`src/rtl/mmio_pkg.sv`:
```
// mmio_pkg: shared constants for the memory-mapped button/output controller.
//   Address map bases, register offsets within the button window and the
//   default parameter values used by mmio_io_ctrl.
package mmio_pkg;

    // Address map
    localparam logic [31:0] MMIO_BTN_ADDR = 32'd1000;
    localparam logic [31:0] MMIO_OUT_ADDR = 32'd2000;

    // Register offsets from the button window base
    localparam logic [31:0] STATUS  = 32'd0;
    localparam logic [31:0] PENDING = 32'd1;
    localparam logic [31:0] MASK    = 32'd2;

    // Default parameter values
    localparam int unsigned MMIO_NUM_BTN    = 4;
    localparam int unsigned MMIO_NUM_OUT    = 8;
    localparam int unsigned MMIO_DEB_CYCLES = 4;

endpackage

```
`src/rtl/mmio_debounce.sv`:
```
// mmio_debounce: one button channel -- 2-flop synchroniser feeding a
// saturating stability counter that moves the debounced level.
// Ports:
//   clock, reset   rising-edge clock, async active-low reset
//   btn_i          raw asynchronous button input
//   level_o        debounced level (registered)
//   rise_c_o       combinational: level goes 0->1 on the coming edge
module mmio_debounce #(
    parameter int unsigned DEB_CYCLES = 4
) (
    input  logic clock,
    input  logic reset,
    input  logic btn_i,
    output logic level_o,
    output logic rise_c_o
);

    localparam int unsigned CNT_W = $clog2(DEB_CYCLES + 1);
    localparam logic [CNT_W-1:0] CNT_LAST = CNT_W'(DEB_CYCLES - 1);
    localparam logic [CNT_W-1:0] CNT_MAX  = {CNT_W{1'b1}};

    logic [1:0]       sync_q, sync_d;
    logic             level_q, level_d;
    logic [CNT_W-1:0] cnt_q, cnt_d;

    // Next-state: count consecutive disagreeing samples, flip level on the last one
    always_comb begin
        sync_d   = {sync_q[0], btn_i};
        level_d  = level_q;
        cnt_d    = '0;
        rise_c_o = 1'b0;
        if (sync_q[1] != level_q) begin
            if (cnt_q == CNT_LAST) begin
                level_d  = sync_q[1];
                rise_c_o = sync_q[1];
            end else if (cnt_q != CNT_MAX) begin
                cnt_d = cnt_q + CNT_W'(1);
            end else begin
                cnt_d = cnt_q;
            end
        end
    end

    always_ff @(posedge clock or negedge reset) begin
        if (!reset) begin
            sync_q  <= '0;
            level_q <= 1'b0;
            cnt_q   <= '0;
        end else begin
            sync_q  <= sync_d;
            level_q <= level_d;
            cnt_q   <= cnt_d;
        end
    end

    assign level_o = level_q;

endmodule

```
`src/rtl/mmio_io_ctrl.sv`:
```
// mmio_io_ctrl: memory-mapped debounced buttons with sticky pending bits and
// an output latch, decoded on the processor data-memory bus.
// Optional feature macro: MMIO_IO_CTRL_IRQ_EN adds a mask register at
// BTN_ADDR+2 and a registered irq = |(pending & mask); otherwise irq is 0.
// Ports:
//   clock, reset         rising-edge clock, async active-low reset
//   addr/wren/rden/wdata processor store/load access
//   rdata, hit           combinational load data and address-decode hit
//   btn_in               raw button inputs
//   out_q                output latch
//   irq                  interrupt request
module mmio_io_ctrl
    import mmio_pkg::*;
#(
    parameter int unsigned NUM_BTN    = MMIO_NUM_BTN,
    parameter int unsigned NUM_OUT    = MMIO_NUM_OUT,
    parameter int unsigned DEB_CYCLES = MMIO_DEB_CYCLES,
    parameter logic [31:0] BTN_ADDR   = MMIO_BTN_ADDR,
    parameter logic [31:0] OUT_ADDR   = MMIO_OUT_ADDR
) (
    input  logic               clock,
    input  logic               reset,
    input  logic [31:0]        addr,
    input  logic               wren,
    input  logic               rden,
    input  logic [31:0]        wdata,
    output logic [31:0]        rdata,
    output logic               hit,
    input  logic [NUM_BTN-1:0] btn_in,
    output logic [NUM_OUT-1:0] out_q,
    output logic               irq
);

    localparam logic [31:0] STAT_A = BTN_ADDR + STATUS;
    localparam logic [31:0] PEND_A = BTN_ADDR + PENDING;

    logic [NUM_BTN-1:0] level, rise;
    logic [NUM_BTN-1:0] pending_q, pending_d, clr_c;
    logic [NUM_OUT-1:0] out_d;
    logic               sel_stat, sel_pend, sel_out, sel_mask;
    logic [31:0]        mask_rd;
    logic               unused_wdata_c;

    for (genvar gi = 0; gi < int'(NUM_BTN); gi++) begin : g_deb
        mmio_debounce #(.DEB_CYCLES(DEB_CYCLES)) u_deb (
            .clock    (clock),
            .reset    (reset),
            .btn_i    (btn_in[gi]),
            .level_o  (level[gi]),
            .rise_c_o (rise[gi])
        );
    end

    assign sel_stat = (addr == STAT_A);
    assign sel_pend = (addr == PEND_A);
    assign sel_out  = (addr == OUT_ADDR);

    // Pending: write-one-to-clear wins over read-clear; a new rise always wins
    always_comb begin
        clr_c = '0;
        if (sel_pend) begin
            if (wren)      clr_c = wdata[NUM_BTN-1:0];
            else if (rden) clr_c = '1;
        end
        pending_d = (pending_q & ~clr_c) | rise;
        out_d     = out_q;
        if (wren && sel_out) out_d = wdata[NUM_OUT-1:0];
    end

    always_ff @(posedge clock or negedge reset) begin
        if (!reset) begin
            pending_q <= '0;
            out_q     <= '0;
        end else begin
            pending_q <= pending_d;
            out_q     <= out_d;
        end
    end

`ifdef MMIO_IO_CTRL_IRQ_EN
    logic [NUM_BTN-1:0] mask_q, mask_d;
    logic               irq_q;

    assign sel_mask = (addr == BTN_ADDR + MASK);
    assign mask_rd  = 32'(mask_q);

    always_comb begin
        mask_d = mask_q;
        if (wren && sel_mask) mask_d = wdata[NUM_BTN-1:0];
    end

    // irq follows pending/mask one cycle later
    always_ff @(posedge clock or negedge reset) begin
        if (!reset) begin
            mask_q <= '0;
            irq_q  <= 1'b0;
        end else begin
            mask_q <= mask_d;
            irq_q  <= |(pending_q & mask_q);
        end
    end

    assign irq = irq_q;
`else
    assign sel_mask = 1'b0;
    assign mask_rd  = '0;
    assign irq      = 1'b0;
`endif

    // Load data mux; zero whenever the address is not ours
    always_comb begin
        hit   = sel_stat | sel_pend | sel_out | sel_mask;
        rdata = '0;
        if (sel_stat)      rdata = {16'(pending_q), 16'(level)};
        else if (sel_pend) rdata = 32'(pending_q);
        else if (sel_out)  rdata = 32'(out_q);
        else if (sel_mask) rdata = mask_rd;
    end

    assign unused_wdata_c = ^wdata;

endmodule

```
`config.mk`:
```
export PLATFORM = sky130hd
export DESIGN_NAME = mmio_io_ctrl
export DESIGN_NICKNAME = d
export VERILOG_FILES = /design/src/rtl/mmio_pkg.sv /design/src/rtl/mmio_debounce.sv /design/src/rtl/mmio_io_ctrl.sv
export SDC_FILE = /design/constraint.sdc
export NUM_CORES = 1
export LEC_CHECK = 0
export CAP_MARGIN = 20
export CORE_ASPECT_RATIO = 1.5
export CORE_MARGIN = 2
export CORE_UTILIZATION = 34
export DETAILED_ROUTE_END_ITERATION = 10
export GPL_TIMING_DRIVEN = 1
export PLACE_DENSITY = 0.77
export SYNTH_ARGS = -nofsm -noshare
export SYNTH_HDL_FRONTEND = slang
export SYNTH_SLANG_ARGS = --single-unit
```
`constraint.sdc`:
```
create_clock -name clock -period 2.4 [get_ports clock]
set_clock_uncertainty 0.15 [all_clocks]
set_input_delay 0.6 -clock clock [delete_from_list [all_inputs] [get_ports clock]]
set_output_delay 0.6 -clock clock [all_outputs]
set_load 0.05 [all_outputs]
```
==> metrics.md, run 1 <==
| Metric | Value |
|---|---|
| Ys flop type | dfrtp_1 |
| Final Hold Viols | 0 |
| Worst EP arrival | 2140 ps |
| GRT overflow | 0 |
| Static leakage | roughly 1.5 nW |
| Post-synthesis mux area share | roughly 9.1% |
| Placer Congestion | approximately 0.79 |
| Register-to-register setup slack | 1010 ps |
| Clock transition at the registers of the reported paths | 60 ps |
| Vias after detailed routing | approximately 1.7k |
| Fraction of layout cells with a size suffix above 1 | a little over two fifths |
| Worst hold-check path type | reg2reg |
| Pre-antenna DRT Iters | 4 |
| Worst Path Buf+Inv | 2 |
| Slew margin rel. | 65.82% |
| Slew Limit Fails | 0 |
| Num CTS Buffers | 5 |
| N_diodes | 0 |
| Final min period | about 2900 ps |
| Starting DRT DRC Count | 38 |
| IO Port Bufs | 68 |
| Wire length on met2 | around 2.8 mm |
| Sequential element share of the synthesized area | ~46% |
| Core Region | 0.005700 mm^2 |
| CTS tree | done |
| Worst setup slack after layout | -491.3 ps |
| Setup TNS | -5212 ps |
| Avg Cell Area, Syn | roughly 11 um^2 |
| Met1 WL | ~1.7 mm |
| Async S/R FF share, synth | 100.0% |
| Fill count | between 400 and 500 |
| DRC viols | 0 |
| Drt total wl | between 4 and 5 mm |
| Status | complete, but fails checks |
| Post-Synth XOR/XNOR Area | 1.772% |
| DR WL/cell | ~14 um |
| Cells along the critical path | clkdlybuf4s15_2, nor4bb_4, nand3_2, or3_4, o22a_4, buf_8 |
| Gr usage total | 15.83% |
| Crit path max-delay family | simple AND/OR/NAND/NOR gates |
| Synth Area in Simple Gates | about a quarter |
| FF+latch count, synth | 36 |
| Largest net degree at the start of global routing | 37 |
| Yosys warnings | 0 |
| WP data required | approximately 1700 ps |
| Die footprint | approximately 0.0065 mm^2 |
| Crit share post-route | 120.5% |
| Post-DRT Antenna Nets | 0 |
| CTS root buf | clkbuf_8 |
| Final nets | 361 |
| Setup CP Type | in2out |
| Global-route wire length before repair | 8.004 mm |
| Non-filler instance count after layout | roughly 360 |
| Hpwl dp | roughly 3.6 mm |
| DR WL met3 | 363 um |
| Row count | 34 |
| Most frequent cells in the layout | dfrtp_1, clkdlybuf4s50_1, conb_1, buf_4, mux2_2 |
| MaxCap Viol Count | 0 |
| Leading area contributor after synthesis | dfrtp_1 |
| Die height | roughly 97 um |
| Hold path startpoint | g_deb[3].u_deb.sync_q[0] |
| Synth Cell Area | 0.001977 mm^2 |
| Final setup viols | 13 |
| RSZ-0062 raised after global routing | true |
| Largest family of logic cells by synthesized area | simple AND/OR/NAND/NOR gates |
| Worst-Skew Late Latency | between 200 and 300 ps |
| Area Overhead vs Synth | 68.16% |
| Synth cell types | 30 |
| Max Freq | between 300 and 400 MHz |
| Die Wd | 66.26 um |
| Placed Cells | around 340 |
| H-tree Lvls | 2 |
| Synth Area in Compound Gates | 6.646% |
| CP max stage delay | around 450 ps |
| Post-synth top area share | 45.57% |
| FF-to-FF path depth | 3 |
| Worst path slowest cell | or3_4 |
| Commonest non-fill, non-tap cell in the layout | dfrtp_1 |
| Vias in the first global route | about 1.7k |
| Top cells by area, synth | dfrtp_1, mux2_2, buf_4, nand2b_1, nor2b_1 |
| # IOs | about 110 |
| Pwr per Cell Area | ~510 mW/mm^2 |
| CP startpoint kind | input port |
| Initial antenna violation count | 0 |
| Worst Tran Pin Value | a little over 500 ps |
| Worst Setup End Kind | output pin |
| Clk buf depth | 2 |
| Cells after Synth | 185 |
| Worst-path fanout max | 4 |
| Failing checks | setup timing |
| Worst vdd ir | around 360 uV |
| EDFF count, synth | 0 |
| FF-to-FF End | g_deb[3].u_deb.level_o |
| Effective utilization at floorplan | 34.68% |
| Max layer used | met4 |
| Fraction of the mapped netlist area in adder cells | 2.532% |
| Vias per Instance | 4.796 |
| Hold EP | g_deb[3].u_deb.sync_q[1] |
| Worst hold stages | 0 |
| # clock sinks | 36 |
| FF-to-FF Start | g_deb[3].u_deb.cnt_q[0] |
[per-layer routing]
metal | track usage, % | up-vias
met5 | 0 | -
met4 | 6.279 | 0
met3 | 3.244 | 9
met2 | 28.00 | 65
met1 | 18.02 | 823
li1 | - | 820
[how the worst max path moves through the flow]
stage | start | end | slack, ps | cells after the start
detailed placement | addr[5] | rdata[0] | -960 | 6
finish | addr[4] | rdata[3] | -490 | 6
global route | addr[24] | rdata[1] | -550 | 7
CTS | addr[29] | rdata[3] | -480 | 6
floorplan | addr[24] | rdata[0] | -240 | 4
global placement | addr[5] | rdata[0] | -930 | 6
[state kept, by name, summed over array words and instances, names as in the netlist]
name / count
g_deb.u_deb.cnt_q: 12
g_deb.u_deb.sync_q: 8
out_q: 8
g_deb.u_deb.level_o: 4
pending_q: 4
[power breakdown]
group | switching [W] | leakage [nW] | internal, W | total, W
registers | 0.0000837 | 0.447 | 0.000702 | 0.000786
logic | 0.000235 | 1.00 | 0.000221 | 0.000456
clock network | 0.000208 | 0.0455 | 0.000234 | 0.000442
[final cells by class]
class                   instances  area (um^2)  share of cell area (%)
multi-input cells             141         1247                   37.52
well taps                      72        90.09                   2.710
inverters                       5        18.77                  0.5645
flip-flops and latches         36        900.9                   27.10
repair buffers                 96        977.2                   29.39
clock buffers                   8        90.09                   2.710
[logic make-up (layout without fill, tap and decap cells)]
family / after synthesis / after routing
and+or+nand+nor: 76 / 76
DFF: 36 / 36
buffers and inverters: 28 / 109
AOI/OAI and AO/OA: 20 / 20
muxes: 16 / 16
adders and majority gates: 4 / 4
xor gates and xnor gates: 4 / 4
other: 1 / 21
[cells in the mapped netlist (3+ instances only)]
cell type / instances
inv_1: 5
o31ai_1: 4
dfrtp_1: 36
nor4_1: 9
nand2_1: 7
xnor2_1: 4
buf_4: 21
nand4_1: 3
or2_2: 3
nand3_1: 8
nand2b_1: 11
mux2_2: 16
nor2b_1: 10
o22a_1: 4
and2_1: 8
o21ai_0: 3
nor3_1: 7
a21oi_1: 7
ha_1: 4
[metrics by stage]
| stage | utilization (%) | hold slack [ps] | instance area, um^2 | setup slack (ps) | total power, W |
|---|---|---|---|---|---|
| floorplan | - | 154.4 | 2148 | -242.7 | 0.001119 |
| global placement | 52.17 | 183.5 | 2974 | -934.6 | 0.001234 |
| detailed placement | 52.17 | 184.7 | 2974 | -956.8 | 0.001258 |
| CTS | 56.80 | 201.0 | 3238 | -480.0 | 0.001699 |
| global route | 58.32 | 208.4 | 3324 | -550.8 | 0.001789 |
| finish | 58.32 | 200.9 | 3324 | -491.3 | 0.001683 |
[timing repair]
item	CTS	global route
setup endpoints to repair	21	21
resized for setup	131	18
hold buffers	0	0
pin swaps	25	9
buffers inserted	6	2
Note: power is estimated with default switching activity, not from simulation.
==> run 2: changes to the inputs <==
- REMOVE_ABC_BUFFERS: unset -> 1
==> run 2 against run 1 <==
  * The flow still finishes with violations (setup timing)
  * Final cell count increased by 0.56%
  * Combinational power increased by 1%
  * Die area unchanged
  * Worst hold slack improved by 1.8 ps
  * Global-route usage increased by 0.66 points
  * Via count increased by 2.2%
  * Total power increased by 8.0%
  * Largest power group unchanged
  * Sequential cell count unchanged
  * Clock power increased by 31%
  * Highest routed layer unchanged
  * Cell area decreased by 0.79%
  * Largest cell class unchanged
==> metrics.md, run 2 (synthesis gave the netlist of run 1 again) <==
| Metric | Value |
|---|---|
| Status | complete, but fails checks |
| Failing checks | setup timing |
| Hold path startpoint | g_deb[0].u_deb.sync_q[0] |
| Finished layout cell area | 0.003298 mm^2 |
| N_diodes | 0 |
| Max reg flops | 12 |
| FF-to-FF Start | g_deb[3].u_deb.cnt_q[0] |
| WP data required | about 1700 ps |
| CTS Hold Bufs | 0 |
| Drt total wl | 5.482 mm |
| # IOs | about 110 |
| Largest net degree at the start of global routing | 37 |
| IO Port Bufs | 68 |
| Commonest non-fill, non-tap cell in the layout | dfrtp_1 |
| Slew margin rel. | approximately two thirds |
| Worst path slowest cell | clkdlybuf4s15_1 |
| CP max stage delay | about 230 ps |
| Regs by FF count | g_deb.u_deb.cnt_q: 12 flops, g_deb.u_deb.sync_q: 8 flops, out_q: 8 flops |
| RSZ-0062 raised after global routing | true |
| Pwr per Cell Area | between 500 and 600 mW/mm^2 |
| Die height | 97.39 um |
| Placer Congestion | around 0.8 |
| Vias in the first global route | around 1.8k |
| Worst Tran Pin Value | 517.5 ps |
| Worst hold-check path type | reg2reg |
| Setup CP Type | in2out |
| Worst hold stages | 0 |
| Gr usage total | ~16% |
| Worst vdd ir | roughly 540 uV |
| DRC viols | 0 |
| Placed Area | 0.002873 mm^2 |
| Starting DRT DRC Count | 54 |
| Worst-Skew Late Latency | roughly 290 ps |
| Static leakage | about 1.5 nW |
| Hpwl dp | roughly 3.6 mm |
| Fraction of layout cells with a size suffix above 1 | 42.01% |
| Die footprint | between 0.006 and 0.007 mm^2 |
| Vias per Instance | approximately 4.9 |
| Hold EP | g_deb[0].u_deb.sync_q[1] |
| Crit share post-route | 117.8% |
| Clock transition at the registers of the reported paths | 70 ps |
| DR WL/cell | between 15 and 20 um |
| Pre-antenna DRT Iters | 4 |
| FF-to-FF path depth | 3 |
| Placed Cells | 340 |
| Area Overhead vs Synth | 66.84% |
| Die Wd | 66.26 um |
| Worst hold slack | about 200 ps |
| Worst-path fanout max | 7 |
| Core Region | 0.005700 mm^2 |
| # clock sinks | 36 |
| Flop pwr share | approximately 43% |
| Final min period | approximately 2800 ps |
| CP startpoint kind | input port |
| Initial antenna violation count | 0 |
| Max Freq | 353.8 MHz |
| Psw | between 0.0005 and 0.0006 W |
| Cells along the critical path | clkdlybuf4s15_1, nor4_4, nand4_1, buf_6, nor3_2, buf_4, a211o_1, buf_12 |
| GRT overflow | 0 |
| Final setup viols | 13 |
| Slew Limit Fails | 0 |
| Effective utilization at floorplan | 34.68% |
| Post-DRT Antenna Nets | 0 |
| Vias after detailed routing | 1754 |
| MaxCap Viol Count | 0 |
| Register-to-register setup slack | 1000 ps |
| CTS root buf | clkbuf_8 |
| Worst Setup End Kind | output pin |
| CTS tree | done |
| Most frequent cells in the layout | dfrtp_1, clkdlybuf4s50_1, buf_4, conb_1 |
| Clk buf depth | 2 |
| Row count | 34 |
| FF-to-FF End | g_deb[3].u_deb.level_o |
| Num CTS Buffers | 5 |
| Non-filler instance count after layout | between 300 and 400 |
| Final Hold Viols | 0 |
| Global-route wire length before repair | roughly 8 mm |
| Worst setup slack after layout | -426.5 ps |
| Comb power frac | about a quarter |
| Final nets | roughly 360 |
| Most flop-heavy register | g_deb.u_deb.cnt_q |
| Cell Int Power | 0.001292 W |
| H-tree Lvls | 2 |
| Clock share of power | a little under a third |
| Worst EP arrival | ~2100 ps |
| Sw frac | 28.98% |
==> run 2: final cells by class <==
| class | instances | area (um^2) |
|---|---|---|
| clock buffers | 7 | 96.34 |
| clock inverters | 1 | 30.03 |
| fillers | 483 | 2402 |
| inverters | 5 | 18.77 |
| multi-input cells | 141 | 1197 |
| flip-flops and latches | 36 | 900.9 |
| well taps | 72 | 90.09 |
| repair buffers | 98 | 964.7 |
==> run 2: routing by layer <==
layer | up-vias | wire [um] | global-route usage [%]
met5 | - | 0 | 0
li1 | 820 | - | -
met4 | 0 | 99 | 5.338
met1 | 850 | 1919 | 17.04
met2 | 71 | 3071 | 30.92
met3 | 13 | 392 | 4.287
==> run 2: worst max-delay path by stage <==
stage                  start        to  slack [ps]  depth (start not counted)
finish              addr[20]       hit        -430                          8
global route        addr[27]       hit        -550                          8
CTS                 addr[29]  rdata[2]        -430                          6
detailed placement  addr[24]  rdata[2]        -880                          6
global placement    addr[24]  rdata[2]        -850                          6
floorplan           addr[24]  rdata[0]        -610                          4
==> run 2: power groups by stage <==
stage          sequential, W  clock, W  combinational [W]
2_1_floorplan       0.000771         0           0.000312
3_3_place_gp        0.000782         0           0.000440
3_5_place_dp        0.000788         0           0.000457
4_1_cts             0.000778  0.000590           0.000455
5_1_grt             0.000789  0.000619           0.000512
6_report            0.000777  0.000579           0.000462
==> run 2: through the flow <==
stage	utilization (%)	total power [W]	setup slack, ps	TNS, ps
floorplan	-	0.001083	-613.9	-7637
global placement	50.40	0.001223	-850.8	-14330
detailed placement	50.40	0.001245	-877.0	-15200
CTS	55.82	0.001823	-432.5	-5124
global route	57.86	0.001921	-552.2	-6600
finish	57.86	0.001819	-426.5	-5325
==> run 2: what timing repair did <==
item / CTS / global route
endpoints found under the setup margin: 21 / 13
pin swaps: 21 / 21
buffers inserted: 3 / 9
resized for setup: 125 / 23
cloned: 1 / 0
==> run 2: worst max-delay path: cells and delay by family <==
kind / cells / cell delay (ps)
buf+inv: 4 / 780
compound gates: 1 / 150
simple gates: 3 / 530
==> run 3: changes to the inputs <==
- CTS_CLUSTER_SIZE: unset -> 28
==> results of run 3 <==
Same layout as run 2: the final DEF is identical, and so are final timing and power.
